## src/rtl/uart_rx_fifo.sv

```systemverilog
// Receive-side FIFO between a UART receiver and the host: first-word fall-through,
// parity tag per byte, sticky overrun, underrun pulse and hysteretic RTS flow control.
module uart_rx_fifo #(
  parameter int DEPTH      = 16,
  parameter int RTS_THRESH = 12
) (
  input  logic                     clk,
  input  logic                     rst_n,
  input  logic                     rx_done,
  input  logic [7:0]               rx_data,
  input  logic                     parity_error,
  input  logic                     rd_en,
  input  logic                     flush,
  input  logic                     ovr_clr,
  output logic [7:0]               rd_data,
  output logic                     rd_perr,
  output logic                     empty,
  output logic                     full,
  output logic [$clog2(DEPTH):0]   count,
  output logic                     overrun,
  output logic                     underrun,
  output logic                     rts_n
);

  localparam int DATA_W = 8;
  localparam int AW     = $clog2(DEPTH);
  localparam int CW     = AW + 1;

  localparam logic [CW-1:0] FULL_LVL = CW'(DEPTH);
  localparam logic [CW-1:0] RTS_HI   = CW'(RTS_THRESH);
  localparam logic [CW-1:0] RTS_LO   = (RTS_THRESH < 2) ? '0 : CW'(RTS_THRESH - 2);

  logic [DATA_W:0]  mem [DEPTH];
  logic [AW-1:0]    wr_ptr;
  logic [AW-1:0]    rd_ptr;
  logic [DATA_W:0]  head;

  logic             wr_ok;
  logic             rd_ok;
  logic             ovr_set;
  logic             und_nxt;
  logic [CW-1:0]    count_nxt;
  logic             rts_nxt;

  assign empty = (count == '0);
  assign full  = (count == FULL_LVL);

  // Head entry is forced to zero while empty so stale/unwritten storage never leaks out.
  assign head               = mem[rd_ptr];
  assign {rd_perr, rd_data} = empty ? '0 : head;

  always_comb begin
    wr_ok     = 1'b0;
    rd_ok     = 1'b0;
    ovr_set   = 1'b0;
    und_nxt   = 1'b0;
    count_nxt = count;
    rts_nxt   = rts_n;

    if (!flush) begin
      rd_ok   = rd_en && !empty;
      // A pop in the same cycle frees the slot, so a full FIFO can still accept.
      wr_ok   = rx_done && (!full || rd_en);
      ovr_set = rx_done && full && !rd_en;
      und_nxt = rd_en && empty;
    end

    unique case ({wr_ok, rd_ok})
      2'b10:   count_nxt = count + CW'(1);
      2'b01:   count_nxt = count - CW'(1);
      default: count_nxt = count;
    endcase

    if (flush) begin
      count_nxt = '0;
    end

    if (count_nxt >= RTS_HI) begin
      rts_nxt = 1'b1;
    end else if (count_nxt <= RTS_LO) begin
      rts_nxt = 1'b0;
    end
  end

  always_ff @(posedge clk) begin
    if (!rst_n) begin
      wr_ptr   <= '0;
      rd_ptr   <= '0;
      count    <= '0;
      overrun  <= 1'b0;
      underrun <= 1'b0;
      rts_n    <= 1'b0;
    end else begin
      if (flush) begin
        wr_ptr <= '0;
        rd_ptr <= '0;
      end else begin
        if (wr_ok) wr_ptr <= wr_ptr + AW'(1);
        if (rd_ok) rd_ptr <= rd_ptr + AW'(1);
      end
      count    <= count_nxt;
      rts_n    <= rts_nxt;
      underrun <= und_nxt;
      // Set has priority over clear so a drop coinciding with ovr_clr is not lost.
      overrun  <= ovr_set | (overrun & ~ovr_clr);
    end
  end

  always_ff @(posedge clk) begin
    if (wr_ok) begin
      mem[wr_ptr] <= {parity_error, rx_data};
    end
  end

endmodule

```

## config.mk

```make
export PLATFORM = sky130hd
export DESIGN_NAME = uart_rx_fifo
export DESIGN_NICKNAME = d
export VERILOG_FILES = /design/src/rtl/uart_rx_fifo.sv
export SDC_FILE = /design/constraint.sdc
export NUM_CORES = 1
export LEC_CHECK = 0
export CAP_MARGIN = 20
export CORE_MARGIN = 2
export CORE_UTILIZATION = 55
export DETAILED_ROUTE_END_ITERATION = 12
export GPL_ROUTABILITY_DRIVEN = 1
export PLACE_DENSITY = 0.74
export SKIP_LAST_GASP = 1
export SYNTH_ARGS = -nofsm -noshare
export SYNTH_HDL_FRONTEND = slang
export SYNTH_SLANG_ARGS = --single-unit
```

## constraint.sdc

```tcl
create_clock -name clk -period 3.9 [get_ports clk]
set_clock_uncertainty 0.15 [all_clocks]
set_input_delay 0.78 -clock clk [delete_from_list [all_inputs] [get_ports clk]]
set_output_delay 0.78 -clock clk [all_outputs]
set_load 0.005 [all_outputs]
```

## Yosys cells after proc, flatten, opt, wreduce, memory -nomap -nowiden

Memories as Yosys holds them, arrays and structs flattened. A register that Yosys moved wholly into a read port is not among the register bits.
Index checks and enable logic that the tools add are counted.

- Register bits after elaboration: 16
- Bits in writable memories: 144
- Bits of input ports: 15
- Output and inout port bits: 19
- Word-level logic and storage cells: 44
- Memories: 1

- $add $sub $neg: 4
- $lt $le $gt $ge: 2
- Eq/ne operators: 3
- Multiplexer cells: 12
- Bitwise operators: 4
- Reductions and logical operators: 12

Memory list:

| memory | words | width | read ports | clocked after memory_dff | write ports | RTL line | source |
|---|---|---|---|---|---|---|---|
| mem | 16 | 9 | 1 | 1 | 1 | 33 | `logic [DATA_W:0] mem [DEPTH];` |

Operators with widths:

| cell | number |
|---|---|
| one-hot mux 5 bit (2 select lines) | 1 |
| 2-to-1 mux 9 bit | 1 |
| adder 4 x 1 -> 4 bit, second input constant | 2 |
| 2-to-1 mux 4 bit | 2 |
| 2-to-1 mux 1 bit | 7 |
| adder 5 x 1 -> 5 bit, second input constant | 1 |
| == test 5 bit, second input constant | 1 |
| greater-or-equal comparator 5 x 4 -> 1 bit, second input constant | 1 |
| <= comparator 5 x 4 -> 1 bit, second input constant | 1 |
| logical AND 1 bit | 5 |
| zero test 5 bit | 1 |
| 2-to-1 mux 5 bit | 1 |
| subtractor 5 x 1 -> 5 bit, second input constant | 1 |
| zero test 1 bit | 3 |
| == test 2 x 1 -> 1 bit, second input constant | 1 |
| == test 2 bit, second input constant | 1 |
| NOT 1 bit | 2 |
| nonzero test 2 bit | 1 |
| OR reduction 2 bit | 1 |
| AND 1 bit | 1 |
| logical OR 1 bit | 1 |
| OR 1 bit | 1 |

## Logic depth before layout (Yosys ltp)

Gate-level depths: netlist of run 1.

- Depth after elaboration: 11
- Depth in mapped cells: 13
- Mapped depth without buffers: 11

## Worst setup path after synthesis of run 1

Ideal clock, no wire load.

- Path type: in2reg
- Start point: input flush
- End point: register rts_n
- Setup time: 0.128 ns
- Arrival: 3.253 ns
- Data required time: 3.622 ns
- Path slack: 0.369 ns
- Stages on the path: 12
- Buffers on the path: 1
- Cell sequence: nand2b_1 -> a31oi_1 -> inv_1 -> ha_1 -> clkbuf_1 -> xor2_1 -> ha_1 -> a21oi_1 -> or3b_2 -> a31oi_1 -> xnor2_1 -> o22ai_1

- Cells in the longest elaborated chain, start to end: 6
- Elaborated cells between the ends (all ways): 10
- Those cells by class: 2 x order compare; 2 x eq/ne; 5 x mux; 1 x reduce/logical

RTL lines:

| element | RTL line | source |
|---|---|---|
| from (decl) | 13 | `input logic flush,` |
| 2-to-1 mux 1 bit | 60 | `if (!flush) begin` |
| == test 2 x 1 -> 1 bit or == test 2 bit (tied branches) | 68 | `unique case ({wr_ok, rd_ok})` |
| one-hot mux 5 bit (2 select lines) | 68 |  |
| 2-to-1 mux 5 bit * | 74 | `if (flush) begin` |
| greater-or-equal comparator 5 x 4 -> 1 bit or <= comparator 5 x 4 -> 1 bit (tied branches) | 78, 80 |  |
| 2-to-1 mux 1 bit or nonzero test 2 bit (tied branches) | n/a |  |
| to (signal assigned) | 102 | `rts_n <= rts_nxt;` |
| to (decl) | 22 | `output logic rts_n` |

Every way passes the cells marked *; elsewhere a longest branch is shown, timed or not.
A chain may end at the register's enable or synchronous reset.

==> results of run 1 <==
## worst paths after layout
check	end	slack (ps)	cells after the start
setup / recovery	rd_data[5]	160	5
hold / removal	flip-flop	370	2
setup reg to reg	rts_n	910	11
hold reg to reg	flip-flop	370	2
## where the power goes
group	switching [uW]	total, uW	internal (uW)
registers	3.95	1920	1920
clock network	651	1790	1140
logic	54.0	101	46.9
## layer usage
layer	GRT usage [%]	vias up
met5	0	-
met1	30.1	1706
met2	32.9	100
met4	6.67	0
li1	-	1484
met3	5.26	18
## layout by cell type (no fill, tap or decap), drive strengths merged
cell and instances:
a211oi 1, a21o 2, a21oi 6, a22oi 1, a31oi 2, and2 15
and3 1, buf 18, bufinv 5, clkbuf 19, clkdlybuf4s50 33, clkinv 2
clkinvlp 4, dfxtp 20, edfxtp 144, ha 8, inv 12, mux2i 2
mux4 45, nand2 8, nand2b 4, nand3 2, nand3b 2, nand4 2
nor2 19, nor2b 2, nor3 5, nor4 6, nor4b 1, o21ai 2
o22ai 2, or3b 1, xnor2 3, xor2 8
## metrics by stage
step	std cells	total power, uW
finish	554	3810
CTS	554	3830
global placement	523	2050
floorplan	344	2000
detailed placement	523	2060
global route	554	3920
## registers in the layout (all words and copies together) (netlist names), named ones only
signal	count
rd_ptr	4
wr_ptr	4
overrun	1
underrun	1
rts_n	1
count	5
mem	144
## layout make-up
cell class	instances	area, um2
sequential	164	4730
multi-input combinational	150	1790
inverter	11	41.3
timing repair buffer	51	490
clock buffer	19	433
fill	774	4040
tap	147	184
clock inverter	12	205
## kinds of logic after synthesis
kind of cell    count (synthesis)
xor+xnor                       11
flops                         164
simple gates                   68
fa+ha+maj                       8
buf+inv                        30
compound gates                 16
mux                            47
## worst max-delay path: cells and delay by family (launching register included)
kind	cells	cell delay [ps]
and+or+nand+nor	1	180
buffers and inverters	2	720
DFF	1	340
muxes	2	1150
==> impl_metrics.env, run 1 <==
export IMPL_outcome="complete, no violations"
export IMPL_syn_num_nets=367
export IMPL_grt_pass1_vias=3280
export IMPL_place_ws_ps=334
export IMPL_synth_top_area_share_pct=65.1
export IMPL_portBuffers=33
export IMPL_area_delta_synth_final_pct=18.5
export IMPL_dp_hpwl_mm=7.26
export IMPL_drt_iter0_markers=307
export IMPL_ys_types=35
export IMPL_worst_ep_required_time_ps=2970
export IMPL_cts_repair_resized=0
export IMPL_routed_top_layer="met4"
export IMPL_track_usage_pct=21.2
export IMPL_cts_made_buffers=17
export IMPL_cts_root_buffer="clkbuf_16"
export IMPL_tritoncts="yes"
export IMPL_critPathKind="flip-flop to primary output"
export IMPL_maxCapViolCount=0
export IMPL_syn_area_um2=6640
export IMPL_drc_errors=0
export IMPL_final_cell_area_um2=7870
export IMPL_drt_wirelength_per_cell_um=22.7
export IMPL_dieHeight_um=114
export IMPL_yosysMostFrequentCell="edfxtp_1"
export IMPL_clock_path_buffers=2
export IMPL_hold_start="rd_ptr[3]"
export IMPL_hold_viol_final=0
export IMPL_dieArea_um2=13000
export IMPL_cts_htree_levels=4
export IMPL_synth_mux_area_share_pct=16.7
export IMPL_finalMaxSlewViolations=0
export IMPL_reg2reg_from="count[2]"
export IMPL_clock_sinks=164
export IMPL_hp_class="flip-flop to flip-flop"
export IMPL_period_needed_ps=3740
export IMPL_synthSimpleGateAreaFrac_pct=5.46
export IMPL_dr_wl_met2_mm=6.26
export IMPL_start_util_pct=55.7
export IMPL_synth_seq_area_share_pct=71.2
export IMPL_ys_seq_elements=164
export IMPL_start_kind="flip-flop"
export IMPL_setup_viol=0
export IMPL_dieWidth_um=114
export IMPL_holdWs_ps=372
export IMPL_endpoint_kind="primary output"
export IMPL_arrival_ps=2810
export IMPL_grt_pass1_wl_mm=19.4
export IMPL_postCtsSetupRepairBufs=0
export IMPL_post_route_period_util_pct=95.9
export IMPL_crit_chain="buf_12 -> mux4_1 -> mux4_2 -> and2_1 -> clkdlybuf4s50_1"
export IMPL_synthXorXnorAreaFrac_pct=1.45
export IMPL_m1WireLength_mm=5.48
export IMPL_synth_fa_ha_area_share_pct=1.51
export IMPL_powerDensity_nw_per_um2=484
export IMPL_antenna_found_initial=0
export IMPL_postRouteAntennaNets=0
export IMPL_yosys_area_top_type="edfxtp_1"
export IMPL_grt_ovfl_total=0
export IMPL_met3WireLength_um=671
export IMPL_synth_edf_count=144
export IMPL_synthTopCellsByCount="144 x edfxtp_1, 25 x mux4_2, 20 x dfxtp_1, 20 x mux4_1, 19 x nor2_1"
export IMPL_drive_gt1_share_pct=19.4
export IMPL_max_freq_mhz=267
export IMPL_synthCells=344
export IMPL_crit_slowest_cell="mux4_1"
export IMPL_avgViaCountPerCell=5.97
export IMPL_clock_latency_ps=410
export IMPL_cts_clk_slew_worst_paths_ps=60
export IMPL_yosys_warnings=0
export IMPL_worstMarginPinSlew_ps=716
export IMPL_routed_via_count=3308
export IMPL_setup_tns_ps=0
export IMPL_grt_max_degree=37
export IMPL_rsz0062_at_grt="no"
export IMPL_place_area_um2=7230
export IMPL_relSlewSlack_pct=52.2
export IMPL_core_um2=11900
export IMPL_dr_pass1_iters=4
export IMPL_critPathMaxFanout=36
export IMPL_final_nets=418
export IMPL_synth_compound_area_share_pct=1.43
export IMPL_num_antenna_cells=0
export IMPL_power_leakage_uw=0.00255
export IMPL_ctsHoldBuffers=0
export IMPL_vdd_ir_drop_max_v=0.000315
export IMPL_synth_area_leaders="edfxtp_1 65%, mux4_2 8.5%, mux4_1 7.9%"
export IMPL_synth_top_family_by_area="multiplexers"
export IMPL_final_core_utilization_pct=66.1
export IMPL_gp_congestion=0.737
export IMPL_finalWorstSetupSlack_ps=158
export IMPL_io_pins=34
export IMPL_synthArstFlopShare_pct=0
export IMPL_critPathMaxStageDelay_ps=670
export IMPL_syn_area_per_cell_um2=19.3
export IMPL_rows=40
export IMPL_synth_main_ff_cell="edfxtp_1"
export IMPL_wirelength_mm=12.6
(Power assumes the default switching activity.)
==> inputs of run 2 (changes only) <==
==> constraint.sdc (replaced) <==
create_clock -name clk -period 3.9 [get_ports clk]
set_clock_uncertainty 0.15 [all_clocks]
set_input_delay 0.975 -clock clk [delete_from_list [all_inputs] [get_ports clk]]
set_output_delay 0.975 -clock clk [all_outputs]
set_load 0.005 [all_outputs]
==> run 2 against run 1 <==
Combinational power about the same. Via count increased by 1.8%. Fmax decreased by 2.4%. Total power decreased by 0.75%. Critical path type unchanged. Highest routed layer unchanged.
==> impl_metrics.env, run 2 (synthesis gave the netlist of run 1 again) <==
export IMPL_outcome="complete, no violations"
export IMPL_num_antenna_cells=0
export IMPL_grt_met3_usage_pct=5.05
export IMPL_critPathKind="flip-flop to primary output"
export IMPL_cts_clk_slew_worst_paths_ps=60
export IMPL_maxCapViolCount=0
export IMPL_setup_tns_ps=0
export IMPL_max_freq_mhz=261
export IMPL_area_delta_synth_final_pct=19.0
export IMPL_track_usage_pct=21.9
export IMPL_rsz0062_at_grt="no"
export IMPL_final_cell_area_um2=7900
export IMPL_drc_errors=0
export IMPL_antenna_found_initial=1
export IMPL_drt_iter0_markers=289
export IMPL_core_um2=11900
export IMPL_final_common_cell="edfxtp_1"
export IMPL_register_area_um2=4730
export IMPL_final_nets=422
export IMPL_portBuffers=33
export IMPL_multi_input_area_um2=1780
export IMPL_worst_ep_required_time_ps=2770
export IMPL_top_register="mem"
export IMPL_met1_usage_pct=30.5
export IMPL_critPathMaxFanout=13
export IMPL_start_kind="flip-flop"
export IMPL_arrival_ps=2710
export IMPL_worstMarginPinSlew_ps=665
export IMPL_start_util_pct=55.7
export IMPL_nFillCells=790
export IMPL_post_route_period_util_pct=98.3
export IMPL_cts_made_buffers=17
export IMPL_tritoncts="yes"
export IMPL_powerDensity_nw_per_um2=478
export IMPL_holdWs_ps=389
export IMPL_dieWidth_um=114
export IMPL_period_needed_ps=3830
export IMPL_wirelength_mm=13.2
export IMPL_power_leakage_uw=0.00257
export IMPL_dp_hpwl_mm=7.80
export IMPL_endpoint_kind="primary output"
export IMPL_routed_via_count=3366
export IMPL_hp_class="flip-flop to flip-flop"
export IMPL_setup_viol=0
export IMPL_cts_htree_levels=4
export IMPL_grt_ovfl_total=0
export IMPL_dieHeight_um=114
export IMPL_layout_common_cells="144 x edfxtp_1, 33 x clkdlybuf4s50_1, 26 x mux4_2"
export IMPL_hold_viol_final=0
export IMPL_place_area_um2=7260
export IMPL_gp_congestion=0.803
export IMPL_dieArea_um2=13000
export IMPL_grt_max_degree=37
export IMPL_clock_sinks=164
export IMPL_dr_pass1_iters=5
export IMPL_avgViaCountPerCell=6.02
export IMPL_cts_root_buffer="clkbuf_16"
export IMPL_gr_usage_met2_pct=33.7
export IMPL_drive_gt1_share_pct=20.6
export IMPL_postRouteAntennaNets=0
export IMPL_grt_pass1_wl_mm=19.8
export IMPL_ctsHoldBuffers=0
export IMPL_clock_latency_ps=420
export IMPL_vdd_ir_drop_max_v=0.000276
export IMPL_grt_pass1_vias=3315
export IMPL_reg_largest_list="mem: 144 flops, count: 5 flops"
export IMPL_busiest_layer="met2"
export IMPL_relSlewSlack_pct=55.7
export IMPL_clock_path_buffers=2
export IMPL_finalMaxSlewViolations=0
export IMPL_rows=40
export IMPL_drt_wirelength_per_cell_um=23.5
export IMPL_largest_reg_flops=144
export IMPL_io_pins=34
-- run 2: cell count changes in the layout (fill, tap and decap cells not counted), sizes merged --
cell / delta
inv: +4
clkbuf: -2
clkinv: +1
clkinvlp: -1
buf: +4
bufinv: -1
-- run 2: critical path, stage by stage, from the launching register on --
cell and delay [ps]:
dfxtp_4 400, buf_12 180, mux4_1 600, mux4_2 480, and2_1 180, clkdlybuf4s50_1 450
-- run 2: power breakdown --
group	internal (uW)	switching, uW
clock network	1080	681
logic	48.1	55.5
registers	1910	4.02
total	3040	740
-- run 2: area by class of cell --
cell class                      instances  share of cell area, %
Sequential cell                       164                   59.9
Multi-Input combinational cell        150                   22.6
Timing Repair Buffer                   55                   6.79
Clock buffer                           17                   5.38
Clock inverter                         15                   2.53
Tap cell                              147                   2.33
Inverter                               11                  0.523
-- run 2: metrics by stage --
stage	std cells	util (%)	power (uW)	setup WS [ps]
2_1_floorplan	344	-	2000	174
3_3_place_gp	526	61.0	2060	192
3_5_place_dp	526	61.0	2060	50.2
4_1_cts	559	66.3	3800	48.5
5_1_grt	559	66.3	3880	4.32
6_report	559	66.3	3780	66.7
-- run 2: final timing paths --
path	to	cells past startpoint	slack, ps	from
max	rd_data[6]	5	70	flip-flop
min	flip-flop	2	390	rd_ptr[3]
max reg2reg	rts_n	11	810	count[2]
min reg2reg	flip-flop	2	390	rd_ptr[3]
-- run 2: metal layers --
metal	vias to the layer above	wire length, um
met2	124	6470
met3	26	723
met1	1720	5630
li1	1496	-
met4	0	331
met5	-	0
-- run 2: timing repair --
action                     in CTS  in global routing
setup buffers                   1                  0
setup endpoints to repair       8                  0
resized for setup               3                  0
==> inputs of run 3 (changes only) <==
--- a/config.mk
+++ b/config.mk
@@ -6,7 +6,6 @@
 export NUM_CORES = 1
 export LEC_CHECK = 0
 export CAP_MARGIN = 20
-export CORE_MARGIN = 2
 export CORE_UTILIZATION = 55
 export DETAILED_ROUTE_END_ITERATION = 12
 export GPL_ROUTABILITY_DRIVEN = 1
==> run 3 against run 2 <==
The run now ends with design-rule violations left. Largest power group unchanged. Total power rose by 0.70%. Hold slack improved by 40 ps. Sequential power barely moved. Clock-buffer cell count rose by 1. Critical path depth did not move. Fmax rose by 0.48%. Via count rose by 2.1%. Critical endpoint is now rd_data[0]. Wire length rose by 2.9%. Highest routed layer unchanged. Cell count rose by 0.72%. Cell area rose by 1.1%. Flip-flop and latch count did not move.
==> impl_metrics.env, run 3 (synthesis gave the netlist of run 1 again) <==
export IMPL_cts_made_buffers=17
export IMPL_gp_congestion=0.848
export IMPL_cts_clk_slew_worst_paths_ps=60
export IMPL_ctsHoldBuffers=0
export IMPL_top_register="mem"
export IMPL_violations="design-rule violations"
export IMPL_final_common_cell="edfxtp_1"
export IMPL_dr_pass1_iters=9
export IMPL_reg_largest_list="mem: 144 flops, count: 5 flops"
export IMPL_internal_power_uw=3100
export IMPL_largest_reg_flops=144
export IMPL_start_kind="flip-flop"
export IMPL_crit_chain="buf_12 -> mux4_1 -> mux4_2 -> and2_1 -> clkdlybuf4s50_1"
export IMPL_setup_viol=0
export IMPL_multi_input_area_um2=1780
export IMPL_portBuffers=33
export IMPL_routed_via_count=3438
export IMPL_hold_viol_final=0
export IMPL_reg2reg_from="count[2]"
export IMPL_drc_errors=2
export IMPL_antenna_found_initial=0
export IMPL_dieWidth_um=112
export IMPL_start_util_pct=57.2
export IMPL_pwr_share_clk_pct=46.8
export IMPL_power_frac_comb_pct=2.7
export IMPL_grt_ovfl_total=0
export IMPL_grt_max_degree=37
export IMPL_nFillCells=737
export IMPL_postCtsSetupRepairBufs=0
export IMPL_area_delta_synth_final_pct=20.3
export IMPL_layout_common_cells="144 x edfxtp_1, 33 x clkdlybuf4s50_1, 26 x mux4_2"
export IMPL_post_route_period_util_pct=97.8
export IMPL_grt_pass1_vias=3494
export IMPL_relSlewSlack_pct=52.4
export IMPL_clock_latency_ps=420
export IMPL_avgViaCountPerCell=6.11
export IMPL_place_ws_ps=120
export IMPL_arrival_ps=2690
export IMPL_endpoint_kind="primary output"
export IMPL_drt_iter0_markers=282
export IMPL_outcome="finished, violations left"
export IMPL_critical_path_buf_inv_count=2
export IMPL_core_um2=11600
export IMPL_final_cell_area_um2=7990
export IMPL_crit_slowest_cell="mux4_1"
export IMPL_wirelength_mm=13.5
export IMPL_critPathMaxStageDelay_ps=600
export IMPL_hp_class="flip-flop to flip-flop"
export IMPL_power_net_switching_uw=709
export IMPL_place_area_um2=7280
export IMPL_critPathKind="flip-flop to primary output"
export IMPL_register_area_um2=4730
export IMPL_worstMarginPinSlew_ps=714
export IMPL_cts_htree_levels=4
export IMPL_critPathMaxFanout=9
export IMPL_dieArea_um2=12500
export IMPL_clock_path_buffers=2
export IMPL_io_pins=34
export IMPL_cts_root_buffer="clkbuf_16"
export IMPL_postRouteAntennaNets=0
export IMPL_period_needed_ps=3810
export IMPL_p_sw_share_pct=18.6
export IMPL_tritoncts="yes"
export IMPL_drt_wirelength_per_cell_um=24.0
export IMPL_finalMaxSlewViolations=0
export IMPL_powerDensity_nw_per_um2=476
export IMPL_dieHeight_um=112
export IMPL_worst_ep_required_time_ps=2770
export IMPL_finalWorstSetupSlack_ps=85.0
export IMPL_rows=39
export IMPL_dp_hpwl_mm=7.88
export IMPL_max_freq_mhz=262
export IMPL_drive_gt1_share_pct=21.5
export IMPL_hold_start="rd_ptr[1]"
export IMPL_maxCapViolCount=0
export IMPL_cpLargestDelayFamily="multiplexers"
export IMPL_power_leakage_uw=0.00263
export IMPL_rsz0062_at_grt="no"
export IMPL_seq_power_share_pct=50.4
export IMPL_vdd_ir_drop_max_v=0.000302
export IMPL_clock_sinks=164
export IMPL_track_usage_pct=22.9
export IMPL_final_nets=429
export IMPL_grt_pass1_wl_mm=20.1
[run 3: repair_timing]
item | CTS | global route
pin swaps | 0 | 0
gates cloned | 0 | 3
resized for setup | 0 | 2
setup endpoints to repair | 3 | 8
[run 3: cell type report]
cell class	instances	share of cell area, %
Multi-Input combinational cell	150	22.3
Tap cell	143	2.24
Inverter	11	0.517
Antenna cell	1	0.0313
Clock inverter	14	2.63
Sequential cell	164	59.2
Timing Repair Buffer	62	7.66
Clock buffer	18	5.37
[run 3: final timing paths]
kind / to / slack [ps] / cells after the start
hold reg to reg: rd_ptr[1] / 430 / 2
setup reg to reg: rts_n / 960 / 11
hold / removal: rd_ptr[1] / 430 / 2
setup / recovery: rd_data[0] / 90 / 5
[run 3: metrics by stage]
step / instances / power [uW] / hold WS [ps] / TNS, ps / util [%]
floorplan: 344 / 2000 / 335 / 0 / -
global placement: 527 / 2060 / 354 / 0 / 62.7
detailed placement: 527 / 2060 / 388 / 0 / 62.7
CTS: 559 / 3820 / 426 / -82.0 / 68.2
global route: 562 / 3900 / 451 / 0 / 68.7
finish: 563 / 3800 / 429 / 0 / 68.8
[run 3: worst reg2reg max path, cell delays in order, from the launching register on]
cell,delay [ps]
dfxtp_1,410
nor4_2,420
a31oi_1,160
inv_1,110
ha_1,200
xor2_1,160
ha_1,180
a21oi_1,70
or3b_2,440
a31oi_1,220
xnor2_1,170
o22ai_1,110
[run 3: metal layers]
| metal | GRT usage [%] | routed length [um] |
|---|---|---|
| met1 | 30.6 | 5640 |
| met5 | 0 | 0 |
| met2 | 36.6 | 6550 |
| met4 | 9.55 | 313 |
| met3 | 5.17 | 1030 |
[run 3: power groups by stage]
stage	logic, uW	clock network, uW	registers (uW)
after global routing	113	1870	1920
after floorplan	43.4	0	1960
after detailed placement	103	0	1960
final	104	1780	1920
after CTS	103	1800	1920
after global placement	99.6	0	1960
